File: src/rtl/rc4_pkg.sv
// Shared definitions for the RC4 key-search slice: FSM state encodings,
// plaintext alphabet bounds and the S-RAM port owner encoding.
package rc4_pkg;

  localparam int unsigned STATE_W = 4;
  typedef logic [STATE_W-1:0] state_t;

  localparam state_t ST_IDLE      = 4'd0;
  localparam state_t ST_INC_I     = 4'd1;
  localparam state_t ST_RD_I_WAIT = 4'd2;
  localparam state_t ST_RD_I      = 4'd3;
  localparam state_t ST_CALC_J    = 4'd4;
  localparam state_t ST_SET_J     = 4'd5;
  localparam state_t ST_RD_J_WAIT = 4'd6;
  localparam state_t ST_RD_J      = 4'd7;
  localparam state_t ST_WR_I      = 4'd8;
  localparam state_t ST_WR_J      = 4'd9;
  localparam state_t ST_SET_F     = 4'd10;
  localparam state_t ST_RD_F_WAIT = 4'd11;
  localparam state_t ST_RD_F      = 4'd12;
  localparam state_t ST_WR_OUT    = 4'd13;
  localparam state_t ST_CHECK     = 4'd14;
  localparam state_t ST_DONE      = 4'd15;

  // Accepted plaintext: space or lowercase a..z
  localparam logic [7:0] CHAR_SPACE = 8'h20;
  localparam logic [7:0] CHAR_LO    = 8'h61;
  localparam logic [7:0] CHAR_HI    = 8'h7A;

  // Value of mem_owner selecting who drives the S-RAM port
  localparam logic OWNER_SHUFFLE = 1'b0;
  localparam logic OWNER_DECRYPT = 1'b1;

endpackage

File: src/rtl/rc4_char_check.sv
// Combinational alphabet test: high when the byte is a space or a..z.
import rc4_pkg::*;

module rc4_char_check (
  input  logic [7:0] byte_in,
  output logic       valid
);

  // Range compare against the shared alphabet bounds
  always_comb begin
    valid = (byte_in == CHAR_SPACE) ||
            ((byte_in >= CHAR_LO) && (byte_in <= CHAR_HI));
  end

endmodule

File: src/rtl/rc4_decrypt.sv
// RC4 keystream generator and decryptor. Walks the already-shuffled S array,
// XORs each keystream byte with the encrypted ROM and writes the plaintext to
// the decrypted RAM, optionally aborting on the first non-text byte.
import rc4_pkg::*;

module rc4_decrypt #(
  parameter int MSG_LEN  = 32,
  parameter int VALIDATE = 1
) (
  input  logic       clk,
  input  logic       rst,
  input  logic       start,
  output logic       done,
  output logic       key_valid,
  output logic       mem_owner,
  output logic [7:0] s_addr,
  output logic [7:0] s_data,
  output logic       s_wen,
  input  logic [7:0] s_q,
  output logic [7:0] rom_addr,
  input  logic [7:0] rom_q,
  output logic [7:0] dec_addr,
  output logic [7:0] dec_data,
  output logic       dec_wen
);

  localparam logic [8:0] K_LAST = 9'(MSG_LEN - 1);

  state_t     state;
  logic [7:0] i;
  logic [7:0] j;
  logic [8:0] k;
  logic [7:0] si;
  logic [7:0] sj;
  logic [7:0] f;
  logic [7:0] enc;
  logic       char_ok;

  // dec_data still holds the byte written in WR_OUT while in CHECK
  rc4_char_check u_char_check (
    .byte_in (dec_data),
    .valid   (char_ok)
  );

  // Main PRGA sequencer; every output is a register updated here
  always_ff @(posedge clk or posedge rst) begin
    if (rst) begin
      state     <= ST_IDLE;
      i         <= '0;
      j         <= '0;
      k         <= '0;
      si        <= '0;
      sj        <= '0;
      f         <= '0;
      enc       <= '0;
      done      <= 1'b0;
      key_valid <= 1'b0;
      mem_owner <= OWNER_SHUFFLE;
      s_addr    <= '0;
      s_data    <= '0;
      s_wen     <= 1'b0;
      rom_addr  <= '0;
      dec_addr  <= '0;
      dec_data  <= '0;
      dec_wen   <= 1'b0;
    end else begin
      case (state)
        ST_IDLE: begin
          if (start) begin
            i         <= '0;
            j         <= '0;
            k         <= '0;
            mem_owner <= OWNER_DECRYPT;
            state     <= ST_INC_I;
          end
        end
        ST_INC_I: begin
          i      <= i + 8'd1;
          s_addr <= i + 8'd1;
          state  <= ST_RD_I_WAIT;
        end
        ST_RD_I_WAIT: state <= ST_RD_I;
        ST_RD_I: begin
          si    <= s_q;
          state <= ST_CALC_J;
        end
        ST_CALC_J: begin
          j     <= j + si;
          state <= ST_SET_J;
        end
        ST_SET_J: begin
          s_addr <= j;
          state  <= ST_RD_J_WAIT;
        end
        ST_RD_J_WAIT: state <= ST_RD_J;
        ST_RD_J: begin
          sj    <= s_q;
          state <= ST_WR_I;
        end
        // S[i] is written before S[j], so i==j leaves the original si in place
        ST_WR_I: begin
          s_addr <= i;
          s_data <= sj;
          s_wen  <= 1'b1;
          state  <= ST_WR_J;
        end
        ST_WR_J: begin
          s_addr <= j;
          s_data <= si;
          s_wen  <= 1'b1;
          state  <= ST_SET_F;
        end
        ST_SET_F: begin
          s_wen    <= 1'b0;
          s_addr   <= si + sj;
          rom_addr <= k[7:0];
          state    <= ST_RD_F_WAIT;
        end
        ST_RD_F_WAIT: state <= ST_RD_F;
        ST_RD_F: begin
          f     <= s_q;
          enc   <= rom_q;
          state <= ST_WR_OUT;
        end
        ST_WR_OUT: begin
          dec_addr <= k[7:0];
          dec_data <= f ^ enc;
          dec_wen  <= 1'b1;
          state    <= ST_CHECK;
        end
        ST_CHECK: begin
          dec_wen <= 1'b0;
          if ((VALIDATE == 1) && !char_ok) begin
            key_valid <= 1'b0;
            done      <= 1'b1;
            mem_owner <= OWNER_SHUFFLE;
            state     <= ST_DONE;
          end else if (k == K_LAST) begin
            key_valid <= 1'b1;
            done      <= 1'b1;
            mem_owner <= OWNER_SHUFFLE;
            state     <= ST_DONE;
          end else begin
            k     <= k + 9'd1;
            state <= ST_INC_I;
          end
        end
        ST_DONE: begin
          if (!start) begin
            done      <= 1'b0;
            key_valid <= 1'b0;
            state     <= ST_IDLE;
          end
        end
        default: state <= ST_IDLE;
      endcase
    end
  end

endmodule

File: config.mk
export PLATFORM = sky130hd
export DESIGN_NAME = rc4_decrypt
export DESIGN_NICKNAME = d
export VERILOG_FILES = /design/src/rtl/rc4_pkg.sv /design/src/rtl/rc4_char_check.sv /design/src/rtl/rc4_decrypt.sv
export SDC_FILE = /design/constraint.sdc
export NUM_CORES = 1
export LEC_CHECK = 0
export BUFFER_PORTS_ARGS = -buffer_cell sky130_fd_sc_hd__buf_2
export CAP_MARGIN = 20
export CELL_PAD_IN_SITES_DETAIL_PLACEMENT = 2
export CELL_PAD_IN_SITES_GLOBAL_PLACEMENT = 2
export CORE_ASPECT_RATIO = 0.5
export CORE_MARGIN = 2
export CORE_UTILIZATION = 25
export DETAILED_ROUTE_END_ITERATION = 12
export GPL_TIMING_DRIVEN = 0
export PLACE_DENSITY_LB_ADDON = 0.08
export SYNTH_ARGS = -nofsm -noshare
export SYNTH_HDL_FRONTEND = slang
export SYNTH_SLANG_ARGS = --single-unit
export TNS_END_PERCENT = 10
File: constraint.sdc
create_clock -name clk -period 7.1 [get_ports clk]
set_clock_uncertainty 0.05 [all_clocks]
set_input_delay 1.065 -clock clk [delete_from_list [all_inputs] [get_ports clk]]
set_output_delay 1.065 -clock clk [all_outputs]
set_load 0.02 [all_outputs]
==> qor.txt, run 1 <==
Layout cells sized above 1: 23.67%
Required arrival time at the worst endpoint: 7.35 ns
DR vias/cell: 4.909
TritonRoute pass-1 iters: 4
Routed len/inst: 20.56 µm
Placed cells: 922
Detailed Place HPWL: 14.54 mm
Max-slew violation count: 0
Hold WC Path Type: flip-flop to flip-flop
Layout area overhead: 18.56%
Final ANT Viol Nets: 0
Crit path kind: flip-flop to flip-flop
Initial Util: 25.85%
Synthesized instance count: 558
Clock transition at path regs: 0.08 ns
Tcrit/Tclk final: 35.56%
Crit path buf inv count: 2
Min cycle time layout: 2.525 ns
Sequential share of the synthesized area: 46.61%
CP Cell Sequence: buf_4 -> nand2_2 -> nor3_1 -> clkbuf_1 -> nand2_1 -> nand4_1
DP Area: 6414 µm²
Fraction of registers with async set or reset after synthesis: 100.0%
Main flop type after synthesis: dfrtp_1
Setup crit end: s_addr[4]
Slew margin rel.: 39.47%
Crit path max-delay family: simple AND/OR/NAND/NOR gates
Top cell type by total area after synthesis: dfrtp_1
Total global-route track usage: 16.93%
Worst Setup End Kind: flip-flop
Num Clock Sinks: 106
Number of synthesized flops with an enable pin: 0
Worst Path Max Fanout: 10
Post-synthesis cell type count: 71
Row count: 38
Post-CTS sizing: 0
Root buf cell: clkbuf_16
CP startpoint: state[3]
Synth Register Bits: 106
Area share of the largest cell type after synthesis: 46.61%
Post-synth net total: 595
# IOs: 64
Vias in the first global route: 5025
RSZ-0062 raised after global routing: no
H-tree levels: 3
Main area contributors after synthesis: dfrtp_1 47%, mux2_2 7.3%, nand2_1 4.6%
Via count: 4605
Power per cell area: 517.5 nW/µm²
Port Buffer Count: 63
Residual DRC: 0
TritonCTS clock tree: built
CTS max path bufs: 2
LEAKAGE: 2.985 nW
Setup crit start kind: flip-flop
Postcts setup bufs: 0
ANT cells: 0
WP data arrival: 2.77 ns
Synth warn: 0
Mapped Area: 5690 µm²
Slew @ Worst Pin: 0.9010 ns
R2R setup slack: 4.58 ns
Final instance area: 6746 µm²
Die Wd: 217.4 µm
Overflow after GRT: 0
Slowest cell delay on critical path: 0.68 ns
GP Congestion: 0.7468
WL final: 19.28 mm
Fmax: 0.3961 GHz
Die ar.: 24060 µm²
Critical R2R Launch: state[3]
Hold Path Stages: 2
Initial DRC Count: 278
Post-cts hold buffer count: 0
CTS buffer count: 9
Final setup fails: 0
Clk Latency, worst-skew pair: 0.37 ns
R2r endpoint: s_addr[4]
Max_cap viols: 0
Initial antenna violation count: 0
Chip height: 110.7 µm
First-pass GRT wire length: 30.86 mm
Final Instance Count excl. Fillers: 938
Critical-path top delay cell: clkbuf_1
Final TNS setup: 0 ns
Post-Syn Area per Cell: 10.20 µm²
Core Footprint: 22010 µm²
Pin count of the biggest net entering global routing: 77
Outcome: finished, final reports clean
Cells on worst reg2reg path: 6
Final nets: 670
Maximum vdd drop: 0.0001546 V
Final Hold Viols: 0
Crit path depth: 6
[cell type report]
cell class	instances	area, µm²
Buffer	26	123.9
Clock buffer	9	225.2
Clock inverter	7	107.6
Fill cell	2463	15270
Inverter	15	61.31
Multi-Input combinational cell	411	2858
Sequential cell	106	2653
Tap cell	300	375.4
Timing Repair Buffer	64	342.8
[worst min-delay path, delay by kind of cell, from the launching register on]
family,cells,cell delay (ns)
DFF,1,0.34
and+or+nand+nor,2,0.10
[routing by layer]
metal | vias up | global-route usage (%) | share of wire (%)
met3 | 22 | 3.265 | 3.3
li1 | 2175 | - | -
met2 | 64 | 24.41 | 42
met4 | 0 | 4.475 | 1.2
met1 | 2344 | 25.52 | 53
met5 | - | 0 | 0
[cell families (layout without fill, tap and decap cells)]
logic type               after synthesis  in the layout  synth area share (%)
AND/OR/NAND/NOR                      186            186                 17.04
AO/OA/AOI/OAI                        137            137                 16.23
flip-flops                           106            106                 46.61
multiplexers                          51             51                 9.806
buffers and inverters                 41            121                 3.166
XOR/XNOR                              19             19                 2.924
adder cells (fa/ha/maj)               18             18                 4.222
[Yosys cell counts, types with 7 or more instances]
library cell  count
o22ai_1           7
inv_1            14
nand2_1          70
nand3_1          15
mux2i_1          13
mux2_2           37
nor2_1           32
xnor2_1          12
nand2b_1         10
o21ai_0          37
buf_2            15
xor2_1            7
a21o_1            9
clkbuf_1          9
a21oi_1          25
dfrtp_1         106
ha_1             16
a31oi_1           7
nor3_1           11
[flip-flops by register name, indices dropped and copies added, names as in the netlist]
register / flops
f: 8
si: 8
key_valid: 1
s_data: 8
enc: 8
dec_data: 8
j: 8
dec_addr: 8
k: 9
s_wen: 1
s_addr: 8
state: 4
dec_wen: 1
done: 1
rom_addr: 8
mem_owner: 1
i: 8
sj: 8
[worst min path at each step]
stage	startpoint	to
floorplan	i[7]	i[7]
global placement	rom_addr[2]	rom_addr[2]
detailed placement	rom_addr[0]	rom_addr[0]
CTS	rom_addr[0]	rom_addr[0]
global route	rom_addr[3]	rom_addr[3]
finish	rom_addr[6]	rom_addr[6]
[cell usage in the layout (no fill, tap or decap), types with 7 or more instances in the layout]
cell	instances
a21o_1	9
a21oi_1	25
a31oi_1	7
buf_2	78
clkbuf_1	9
clkbuf_16	9
dfrtp_1	106
ha_1	16
inv_1	13
mux2_2	37
mux2i_1	13
nand2_1	70
nand2b_1	10
nand3_1	15
nor2_1	32
nor3_1	11
o21ai_0	37
o22ai_1	7
xnor2_1	12
xor2_1	7
[where the power goes]
part | internal (mW) | switching (mW) | total (mW)
clock network | 0.317 | 0.267 | 0.584
registers | 0.875 | 0.269 | 1.14
logic | 0.697 | 1.07 | 1.76
[per-stage QoR]
step | total power, mW | hold slack, ns | utilization [%] | worst slack, ns
floorplan | 2.303 | 0.4339 | - | 3.196
global placement | 2.898 | 0.4091 | 28.99 | 1.386
detailed placement | 2.938 | 0.4146 | 29.13 | 4.430
CTS | 3.544 | 0.4343 | 30.65 | 4.569
global route | 3.796 | 0.4576 | 30.65 | 4.446
finish | 3.492 | 0.4250 | 30.65 | 4.575
Power figures use the tool's default switching activity.
==> run 2: changes to the inputs <==
==> constraint.sdc (replaced) <==
create_clock -name clk -period 2.2 [get_ports clk]
set_clock_uncertainty 0.05 [all_clocks]
set_input_delay 0.33 -clock clk [delete_from_list [all_inputs] [get_ports clk]]
set_output_delay 0.33 -clock clk [all_outputs]
set_load 0.02 [all_outputs]
==> run 2 against run 1 <==
- combinational power grew to 3.3 times the previous value
- sequential share of layout area is 0.40 points lower
- maximum frequency is 16% higher
- clock power grew to 2.9 times the previous value
- hold slack worse by 0.29 ns
- routed wire length is 0.73% lower
- count of clock-buffer cells in the layout stayed put
- setup slack worse by 4.5 ns
- cell count is 0.43% higher
- die area stayed put
- register-to-register slack worse by 4.5 ns
- critical path type unchanged
- highest routed layer unchanged
==> qor.txt, run 2 (same netlist as run 1, synthesis figures left out) <==
Crit path buf inv count: 2 (unchanged)
Row count: 38 (unchanged)
Slew @ Worst Pin: 0.8207 ns (-0.08029 ns)
Maximum vdd drop: 0.0004336 V (+180%)
Crit path kind: flip-flop to flip-flop
LEAKAGE: 3.016 nW (+1.0%)
Clk Latency, worst-skew pair: 0.37 ns (about the same)
Most frequent cells in the layout: 104 x dfrtp_1, 76 x buf_2, 69 x nand2_1
Setup crit start kind: flip-flop
Crit path max-delay family: simple AND/OR/NAND/NOR gates
Max reg flops: 9 (unchanged)
Min cycle time layout: 2.169 ns (-0.3559 ns)
Required arrival time at the worst endpoint: 2.41 ns (-4.94 ns)
Slew margin rel.: 45.09% (+5.6 points)
Final nets: 674 (+0.60%)
DP Area: 6445 µm² (+0.49%)
Final ANT Viol Nets: 0 (unchanged)
Final Hold Viols: 0 (unchanged)
GP Congestion: 0.7580 (+1.5%)
Crit path depth: 6 (unchanged)
Final core occ: 30.99% (+0.34 points)
Root buf cell: clkbuf_16
Slowest cell delay on critical path: 0.44 ns (-0.24 ns)
Routed len/inst: 20.32 µm (-1.2%)
Critical R2R Launch: state[3]
Setup crit end: j[6]
Most common cell after layout, fill and taps aside: dfrtp_1
Critical-path top delay cell: clkbuf_1
TritonCTS clock tree: built
# IOs: 64 (unchanged)
Most flop-heavy register: k
R2r endpoint: j[6]
Fmax: 0.4611 GHz (+16%)
Total global-route track usage: 16.80% (-0.13 points)
Power per cell area: 1646 nW/µm² (+220%)
Initial DRC Count: 214 (-23%)
Cells on worst reg2reg path: 6 (unchanged)
Residual DRC: 0 (unchanged)
Final Power: 11.23 mW (+220%)
DR vias/cell: 4.899 (-0.21%)
Layout area overhead: 19.88%
CP startpoint: state[3]
Worst hold margin: 0.1323 ns (-0.2927 ns)
H-tree levels: 3 (unchanged)
Hold WC Path Type: input port to flip-flop
Pin count of the biggest net entering global routing: 40 (-48%)
Num Clock Sinks: 106 (unchanged)
RSZ-0062 raised after global routing: yes
CTS max path bufs: 2 (unchanged)
WL final: 19.14 mm (-0.73%)
Clock transition at path regs: 0.08 ns (about the same)
R2R setup slack: 0.03 ns (-4.54 ns)
Vias in the first global route: 5085 (+1.2%)
First-pass GRT wire length: 30.66 mm (-0.65%)
Overflow after GRT: 0 (unchanged)
Tcrit/Tclk final: 98.57% (+63 points)
Final setup fails: 0 (unchanged)
Initial antenna violation count: 0 (unchanged)
Outcome: finished, final reports clean
Port Buffer Count: 63 (unchanged)
CP Cell Sequence: buf_4 -> nor2_2 -> nand3_1 -> clkbuf_1 -> a31oi_1 -> nand2_1
Chip height: 110.7 µm (unchanged)
Hold Path Stages: 2 (unchanged)
Die Wd: 217.4 µm (unchanged)
Max-slew violation count: 0 (unchanged)
ANT cells: 0 (unchanged)
Via count: 4615 (+0.22%)
Detailed Place HPWL: 14.86 mm (+2.2%)
Die ar.: 24060 µm² (unchanged)
Core Footprint: 22010 µm² (unchanged)
Worst Path Max Fanout: 10 (unchanged)
Final instance area: 6822 µm² (+1.1%)
Worst Setup End Kind: flip-flop
CTS buffer count: 9 (unchanged)
Initial Util: 25.85% (unchanged)
Max_cap viols: 0 (unchanged)
Layout cells sized above 1: 26.17% (+2.5 points)
WP data arrival: 2.38 ns (-0.39 ns)
TritonRoute pass-1 iters: 4 (unchanged)
-- run 2: changes by cell type in the layout (fill, tap and decap cells not counted), sizes merged --
cell	previous run	this run
buf	81	83
clkinv	0	3
bufinv	2	0
clkbuf	18	19
inv	19	18
dlygate4sd3	0	1
-- run 2: repair_timing --
| item | in CTS | in global routing |
|---|---|---|
| endpoints found under the hold margin | 21 | 0 |
| endpoints found under the setup margin | 23 | 38 |
| resized for setup | 6 | 12 |
| buffers inserted | 0 | 2 |
| hold buffers | 1 | 0 |
| pin swaps | 1 | 2 |
-- run 2: worst min-delay path by stage --
| stage | start | end | slack (ns) |
|---|---|---|---|
| global placement | rom_addr[1] | rom_addr[1] | 0.41 |
| detailed placement | rst | dec_addr[6] | 0.35 |
| global route | rom_q[0] | enc[0] | 0.12 |
| finish | rom_q[7] | enc[7] | 0.13 |
| floorplan | s_q[1] | si[1] | 0.40 |
| CTS | rom_q[7] | enc[7] | 0.11 |
-- run 2: layout make-up --
class | count | area [µm²]
Fill cell | 2433 | 15190
Multi-Input combinational cell | 411 | 2898
Sequential cell | 106 | 2655
Timing Repair Buffer | 69 | 400.4
Tap cell | 300 | 375.4
Clock buffer | 9 | 225.2
Buffer | 25 | 126.4
Clock inverter | 7 | 81.33
Inverter | 15 | 60.06
-- run 2: per-stage QoR --
stage	std cells	worst slack [ns]	setup TNS [ns]
6_report	942	0.03136	0
4_1_cts	940	-0.05626	-0.07562
2_1_floorplan	558	0.2318	0
5_1_grt	942	-0.08200	-0.3124
3_5_place_dp	924	-0.2892	-1.110
3_3_place_gp	921	-0.4559	-46.71
-- run 2: power by group --
group	switching [mW]	internal [mW]	total, mW
Sequential	0.867	2.83	3.70
Combinational	3.49	2.33	5.83
Clock	0.890	0.816	1.71
-- run 2: routing by layer --
| metal | vias to the layer above | wire length [µm] | GRT usage (%) |
|---|---|---|---|
| li1 | 2193 | - | - |
| met1 | 2362 | 10350 | 24.76 |
| met2 | 46 | 8070 | 24.86 |
| met3 | 14 | 520 | 3.786 |
| met4 | 0 | 202 | 3.699 |
| met5 | - | 0 | 0 |
